### src/rtl/button_event_decoder_pkg.sv
// Shared state encoding and elaboration helpers for the button event decoder.
package button_event_decoder_pkg;

  typedef enum logic [1:0] {
    ST_LOCKOUT   = 2'd0,
    ST_IDLE      = 2'd1,
    ST_PRESSED   = 2'd2,
    ST_LONG_HELD = 2'd3
  } state_e;

  function automatic int unsigned max_u(input int unsigned a, input int unsigned b);
    if (a > b) begin
      return a;
    end else begin
      return b;
    end
  endfunction

endpackage

### src/rtl/button_event_decoder.sv
// Turns a debounced button level into one-cycle press/release/click/long-press/repeat events.
module button_event_decoder
  import button_event_decoder_pkg::*;
#(
  parameter int unsigned LONG_CYCLES   = 25_000_000,
  parameter int unsigned REPEAT_CYCLES = 2_500_000,
  parameter bit          REPEAT_EN     = 1'b1
) (
  input  logic clk,
  input  logic rst_n,
  input  logic btn_level,
  output logic held,
  output logic press_pulse,
  output logic release_pulse,
  output logic short_click,
  output logic long_press,
  output logic repeat_pulse
);

  localparam int unsigned      CNT_W      = $clog2(max_u(LONG_CYCLES, REPEAT_CYCLES)) + 1;
  localparam logic [CNT_W-1:0] LONG_CNT   = CNT_W'(LONG_CYCLES);
  localparam logic [CNT_W-1:0] REPEAT_CNT = CNT_W'(REPEAT_CYCLES);
  localparam logic [CNT_W-1:0] CNT_ONE    = CNT_W'(1);
  localparam logic [CNT_W-1:0] CNT_ZERO   = CNT_W'(0);

  state_e           state_r;
  state_e           next_state_s;
  logic [CNT_W-1:0] cnt_r;
  logic [CNT_W-1:0] next_cnt_s;

  logic held_s, press_s, release_s, short_s, long_s, repeat_s;
  logic held_r, press_r, release_r, short_r, long_r, repeat_r;

  // State and hold-time counter registers
  always_ff @(posedge clk or negedge rst_n) begin
    if (!rst_n) begin
      state_r <= ST_LOCKOUT;
      cnt_r   <= CNT_ZERO;
    end else begin
      state_r <= next_state_s;
      cnt_r   <= next_cnt_s;
    end
  end

  // Next-state and counter update; a sampled release always beats a due long/repeat
  always_comb begin
    next_state_s = state_r;
    next_cnt_s   = cnt_r;
    case (state_r)
      ST_LOCKOUT: begin
        if (!btn_level) begin
          next_state_s = ST_IDLE;
        end else begin
          next_state_s = ST_LOCKOUT;
        end
      end
      ST_IDLE: begin
        if (btn_level) begin
          next_state_s = ST_PRESSED;
          next_cnt_s   = CNT_ONE;
        end else begin
          next_state_s = ST_IDLE;
        end
      end
      ST_PRESSED: begin
        if (!btn_level) begin
          next_state_s = ST_IDLE;
        end else if (cnt_r == LONG_CNT) begin
          next_state_s = ST_LONG_HELD;
          next_cnt_s   = CNT_ONE;
        end else begin
          next_cnt_s   = cnt_r + CNT_ONE;
        end
      end
      ST_LONG_HELD: begin
        if (!btn_level) begin
          next_state_s = ST_IDLE;
        end else if (cnt_r == REPEAT_CNT) begin
          // Reload when repeating, otherwise park at the limit so it never wraps
          if (REPEAT_EN) begin
            next_cnt_s = CNT_ONE;
          end else begin
            next_cnt_s = cnt_r;
          end
        end else begin
          next_cnt_s = cnt_r + CNT_ONE;
        end
      end
      default: begin
        next_state_s = ST_LOCKOUT;
        next_cnt_s   = CNT_ZERO;
      end
    endcase
  end

  // Event decode from current state and sampled level
  always_comb begin
    press_s   = 1'b0;
    release_s = 1'b0;
    short_s   = 1'b0;
    long_s    = 1'b0;
    repeat_s  = 1'b0;
    case (state_r)
      ST_LOCKOUT: begin
        press_s = 1'b0;
      end
      ST_IDLE: begin
        if (btn_level) begin
          press_s = 1'b1;
        end else begin
          press_s = 1'b0;
        end
      end
      ST_PRESSED: begin
        if (!btn_level) begin
          release_s = 1'b1;
          short_s   = 1'b1;
        end else if (cnt_r == LONG_CNT) begin
          long_s = 1'b1;
        end else begin
          long_s = 1'b0;
        end
      end
      ST_LONG_HELD: begin
        if (!btn_level) begin
          release_s = 1'b1;
        end else if (REPEAT_EN && (cnt_r == REPEAT_CNT)) begin
          repeat_s = 1'b1;
        end else begin
          repeat_s = 1'b0;
        end
      end
      default: begin
        press_s = 1'b0;
      end
    endcase
    held_s = btn_level && (state_r != ST_LOCKOUT);
  end

  // Output registers
  always_ff @(posedge clk or negedge rst_n) begin
    if (!rst_n) begin
      held_r    <= 1'b0;
      press_r   <= 1'b0;
      release_r <= 1'b0;
      short_r   <= 1'b0;
      long_r    <= 1'b0;
      repeat_r  <= 1'b0;
    end else begin
      held_r    <= held_s;
      press_r   <= press_s;
      release_r <= release_s;
      short_r   <= short_s;
      long_r    <= long_s;
      repeat_r  <= repeat_s;
    end
  end

  assign held          = held_r;
  assign press_pulse   = press_r;
  assign release_pulse = release_r;
  assign short_click   = short_r;
  assign long_press    = long_r;
  assign repeat_pulse  = repeat_r;

endmodule

### config.mk
export PLATFORM = sky130hd
export DESIGN_NAME = button_event_decoder
export DESIGN_NICKNAME = d
export VERILOG_FILES = /design/src/rtl/button_event_decoder_pkg.sv /design/src/rtl/button_event_decoder.sv
export SDC_FILE = /design/constraint.sdc
export NUM_CORES = 1
export LEC_CHECK = 0
export CORE_ASPECT_RATIO = 0.9
export CORE_MARGIN = 3
export CORE_UTILIZATION = 29
export DETAILED_ROUTE_END_ITERATION = 10
export GPL_TIMING_DRIVEN = 0
export PLACE_DENSITY = 0.49
export SETUP_SLACK_MARGIN = 0.4
export SLEW_MARGIN = 20
export SYNTH_ARGS = -nofsm -noshare
export SYNTH_HDL_FRONTEND = slang
export SYNTH_SLANG_ARGS = --single-unit
### constraint.sdc
create_clock -name clk -period 3.66 [get_ports clk]
set_input_delay 0.732 -clock clk [delete_from_list [all_inputs] [get_ports clk]]
set_output_delay 0.732 -clock clk [all_outputs]
set_load 0.05 [all_outputs]
Yosys cells after proc, flatten, opt, wreduce, memory -nomap -nowiden
Index checks and enable logic that the tools add are counted.
Operators by class
  add/subtract/negate cells: 1
  eq/ne operators: 10
  muxes and demuxes: 23
  reductions and logical operators: 7
Operators with widths (number)
  2-to-1 mux 26 bit: 5
  one-hot mux 26 bit (3 select lines): 1
  adder 26 x 1 -> 26 bit, second input constant: 1
  equality test 26 x 22 -> 1 bit, second input constant: 1
  equality test 26 x 25 -> 1 bit, second input constant: 1
  2-to-1 mux 1 bit: 12
  2-to-1 mux 2 bit: 4
  inequality test 2 bit, second input constant: 4
  one-hot mux 2 bit (4 select lines): 1
  equality test 2 bit, second input constant: 2
  AND reduction 4 bit: 1
  inequality test 3 bit, second input constant: 1
  nonzero test 3 bit: 1
  equality test 2 x 1 -> 1 bit, second input constant: 1
  logical NOT 2 bit: 1
  AND reduction 2 bit: 1
  nonzero test 2 bit: 1
  OR reduction 2 bit: 1
  logical AND 1 bit: 1
Storage, ports and cells
  register bits: 34
  bits of input ports: 3
  output and inout port bits: 6
  word-level logic and storage cells: 49

Longest topological paths before layout
  word-level depth: 4
  depth in mapped cells: 9
  gate-level depth less buffers: 8

Worst setup path before layout
No wires, ideal clock.
  path kind: input -> register
  from: in btn_level
  to: reg cnt_r[23]
  library setup time: 118 ps
  data arrival time: 1853 ps
  data required time: 3542 ps
  path slack: 1689 ps
  stages: 7
  path buffers: 1
  cell sequence: o21ai_1 > buf_6 > or4_1 > nor2_1 > nand2_1 > xor2_1 > nor2_1
Between the ends
  longest elaborated chain between the ends: 2
Ends and longest elaborated chain
  from (decl): line button_event_decoder.sv:11  | input logic btn_level,
  inequality test 2 bit (no line)
  AND reduction 4 bit (no line) (*)
  to (signal assigned): line button_event_decoder.sv:41  | cnt_r <= next_cnt_s;
  to (decl): line button_event_decoder.sv:28  | logic [CNT_W-1:0] cnt_r;
Every way passes the cells marked *; elsewhere a longest branch is shown, timed or not.
A chain may end at the register's enable or synchronous reset.

Worst setup path after layout
  from: in btn_level
  to: reg cnt_r[18]
The elaborated chain is that of the path after synthesis.

==> results by group <==
Power
  – Internal power: 0.548 mW
  – Maximum VDD drop: 0.111 mV
  – Leak: 0.879 nW
  – Sw power: 0.200 mW
  – Total chip power: 0.748 mW
  – Sequential power share: 0.529
  – Pwr Density: 348 nW/µm²
  – Gate power share: 0.121
  – Clock share of power: 0.350
  – Sw Ratio: 0.268

Clock tree
  – Root buffer cell: clkbuf_8
  – Clock sinks: 34
  – CTS max path bufs: 2
  – H-tree depth: 2
  – Clk_lat worst skew: 0.29 ns
  – # Post-CTS Setup Buffers: 0
  – CTS buffer count: 5
  – Post-cts resize count: 0
  – Hold buffer count at CTS: 0
  – Clock transition at the registers of the reported paths: 0.07 ns
  – CTS tree: built

Worst setup path
  – FF-to-FF Start: cnt_r[0]$_DFFE_PN0P_
  – Worst reg2reg path depth: 7
  – Critical path class: input pin to register
  – Worst reg2reg endpoint: cnt_r[18]$_DFFE_PN0P_
  – Worst path required time: 3.84 ns
  – Worst setup startpoint: btn_level
  – CP max FO: 7
  – CP startpoint kind: input pin
  – Reg2Reg Setup Slack: 1.44 ns
  – Critical path capture point: cnt_r[18]$_DFFE_PN0P_
  – Setup crit end kind: register
  – Critical path arrival: 2.89 ns

GRT
  – First-pass GRT wire length: 7.81 mm
  – Initial antenna violation count: 0
  – Remaining Overflow, GRT: 0
  – Largest net degree at the start of global routing: 19
  – Vias in the first global route: 1514
  – GR Util All Layers: 0.134

Logic synthesis
  – Top cell type's share of synthesized area: 0.456
  – Synthesized net count: 210
  – EDFF count, synth: 0
  – YS warnings: 0
  – Ys flop type: dfrtp_1
  – #FFs+latches synth: 34
  – Post-synth ARST share: 1.00
  – Gate Count Post-Synth: 205
  – Distinct cell type count after synthesis: 43
  – Ranking of synthesized cells by area: dfrtp_1 (46%), nor2_1 (5.6%), nand2_1 (5.0%), xor2_1 (4.7%), nand4_1 (3.0%)
  – Register area share after synthesis: 0.456
  – Yosys top cell by area: dfrtp_1
  – Mapped Avg Cell Area: 9.09 µm²
  – Synth Cell Area: 1860 µm²

Final layout
  – Share of layout cells above drive strength 1: 0.109
  – Antenna diodes: 0
  – Fill cells: 640
  – Area Growth Syn to Fin: 15.4%
  – Net count, final: 226
  – Final Cell Area: 2150 µm²
  – Final std cells w/o fill: 308
  – Core Util, Final: 0.348

STA
  – Final-report hold violation count: 0
  – Setup TNS: 0 ns
  – Fmax: 369 MHz
  – Pins over their slew limit: 0
  – Hold Slack: 0.386 ns
  – Max Clock Skew: 0.00607 ns
  – Final cycle utilization of the critical path: 0.740
  – Worst slew pin tran: 0.659 ns
  – Post-layout min period: 2.71 ns
  – Count of final setup violators: 0
  – RSZ-0062 raised after global routing: no
  – Max transition margin: 0.557
  – Setup slack after layout: 0.951 ns

Floorplanning
  – Chip Width: 90.5 µm
  – Core area: 6180 µm²
  – # IOs: 9
  – Die Area: 7430 µm²
  – Starting Density: 0.302
  – Die Y: 82.1 µm
  – Number of core rows: 27

Placement
  – Routability cong.: 0.846
  – Placed cell count: 301
  – Placed cell areas: 2080 µm²
  – Pre-CTS WS: 0.703 ns
  – DP Wirelength: 3.33 mm
  – Port bufs: 8

Routing
  – WL final: 4.47 mm
  – Vias: 1546
  – Routed len/inst: 14.5 µm
  – 1st-iter DRT viols: 107
  – Vias per std cell: 5.02
  – # DRC: 0
  – TritonRoute pass-1 iters: 4
  – Final ANT Viol Nets: 0

Run status
  – Status: complete, no violations

Min path
  – HP Class: input pin to async pin

Job
  – Max-Cap Viols: 0
-- layout by cell type (no fill, tap or decap), drive strengths merged, types with 2 or more instances in the layout --
cell type and instances:
nor4b 3, nand4 10, nand3 7, dfrtp 34, nand4b 2, and3 3, ha 2, nand2 25
xor2 10, or4 3, nor2b 2, nor4 6, xnor2 5, nor3 11, o21ai 11, clkbuf 9
clkdlybuf4s50 7, inv 9, nor2 28, buf 9, o311ai 2, nor4bb 2, and4 2, or3 4
a21oi 8
-- power by group through the flow --
stage / logic, mW / registers [mW] / clock network [mW]
finish: 0.0902 / 0.396 / 0.262
global route: 0.101 / 0.398 / 0.283
CTS: 0.0916 / 0.396 / 0.271
detailed placement: 0.0913 / 0.403 / 0
global placement: 0.0882 / 0.403 / 0
floorplan: 0.0473 / 0.411 / 0
-- critical path, cell delays in order --
cell and delay [ns]:
clkdlybuf4s50_1 0.59, o21ai_1 0.19, or3_1 0.46, nor4_1 0.53, nand2_1 0.14, xor2_1 0.19
nor2_1 0.05
-- layer usage --
metal	track usage	vias to the layer above	routed length, µm
met2	0.204	42	1930
met1	0.186	740	2210
met4	0.0520	0	60
met5	0	-	0
li1	-	759	-
met3	0.0293	5	274
-- area by class of cell --
class                      instances  area, µm²  share of cell area
multi-input combinational        153        922               0.428
inverter                           9       33.8              0.0157
tap                               87        109              0.0506
clock buffer                       7       76.3              0.0355
timing repair buffer               9        103              0.0477
sequential                        34        851               0.395
buffer                             9       57.6              0.0267
-- worst min-delay path by stage --
stage                                     from                   end  slack (ns)
after floorplan                          rst_n  cnt_r[0]$_DFFE_PN0P_        0.44
after global placement    cnt_r[0]$_DFFE_PN0P_  cnt_r[0]$_DFFE_PN0P_        0.53
after detailed placement  cnt_r[0]$_DFFE_PN0P_  cnt_r[0]$_DFFE_PN0P_        0.55
after CTS                                rst_n  cnt_r[5]$_DFFE_PN0P_        0.40
after global routing                     rst_n  cnt_r[8]$_DFFE_PN0P_        0.42
final                                    rst_n  cnt_r[5]$_DFFE_PN0P_        0.39
-- registers in the layout, indices dropped and copies added (netlist names) --
name and cells:
state_r 2, held 1, short_click 1, cnt_r 26, press_pulse 1, long_press 1
repeat_pulse 1, release_pulse 1
-- cell usage after synthesis (2+ instances only) --
cell / count
nand4b_1: 2
and4_1: 2
o21ai_1: 2
ha_1: 2
buf_4: 3
or4_1: 2
nor4_1: 4
nor3_1: 10
nand3_1: 6
nor2_1: 28
a21oi_1: 7
xor2_1: 10
or3_1: 3
inv_1: 9
xnor2_1: 5
o21ai_0: 9
nor4b_1: 3
and3_1: 3
nand2_1: 25
nand4_1: 9
nor4_2: 2
nor4bb_1: 2
nor2b_1: 2
buf_2: 3
dfrtp_1: 34
-- cell families after synthesis --
logic type,Yosys count,synth area share
xor+xnor,15,0.0705
compound gates,27,0.0886
simple gates,109,0.322
flops,34,0.456
fa+ha+maj,2,0.0134
buf+inv,18,0.0490
Note: power is estimated with default switching activity, not from simulation.
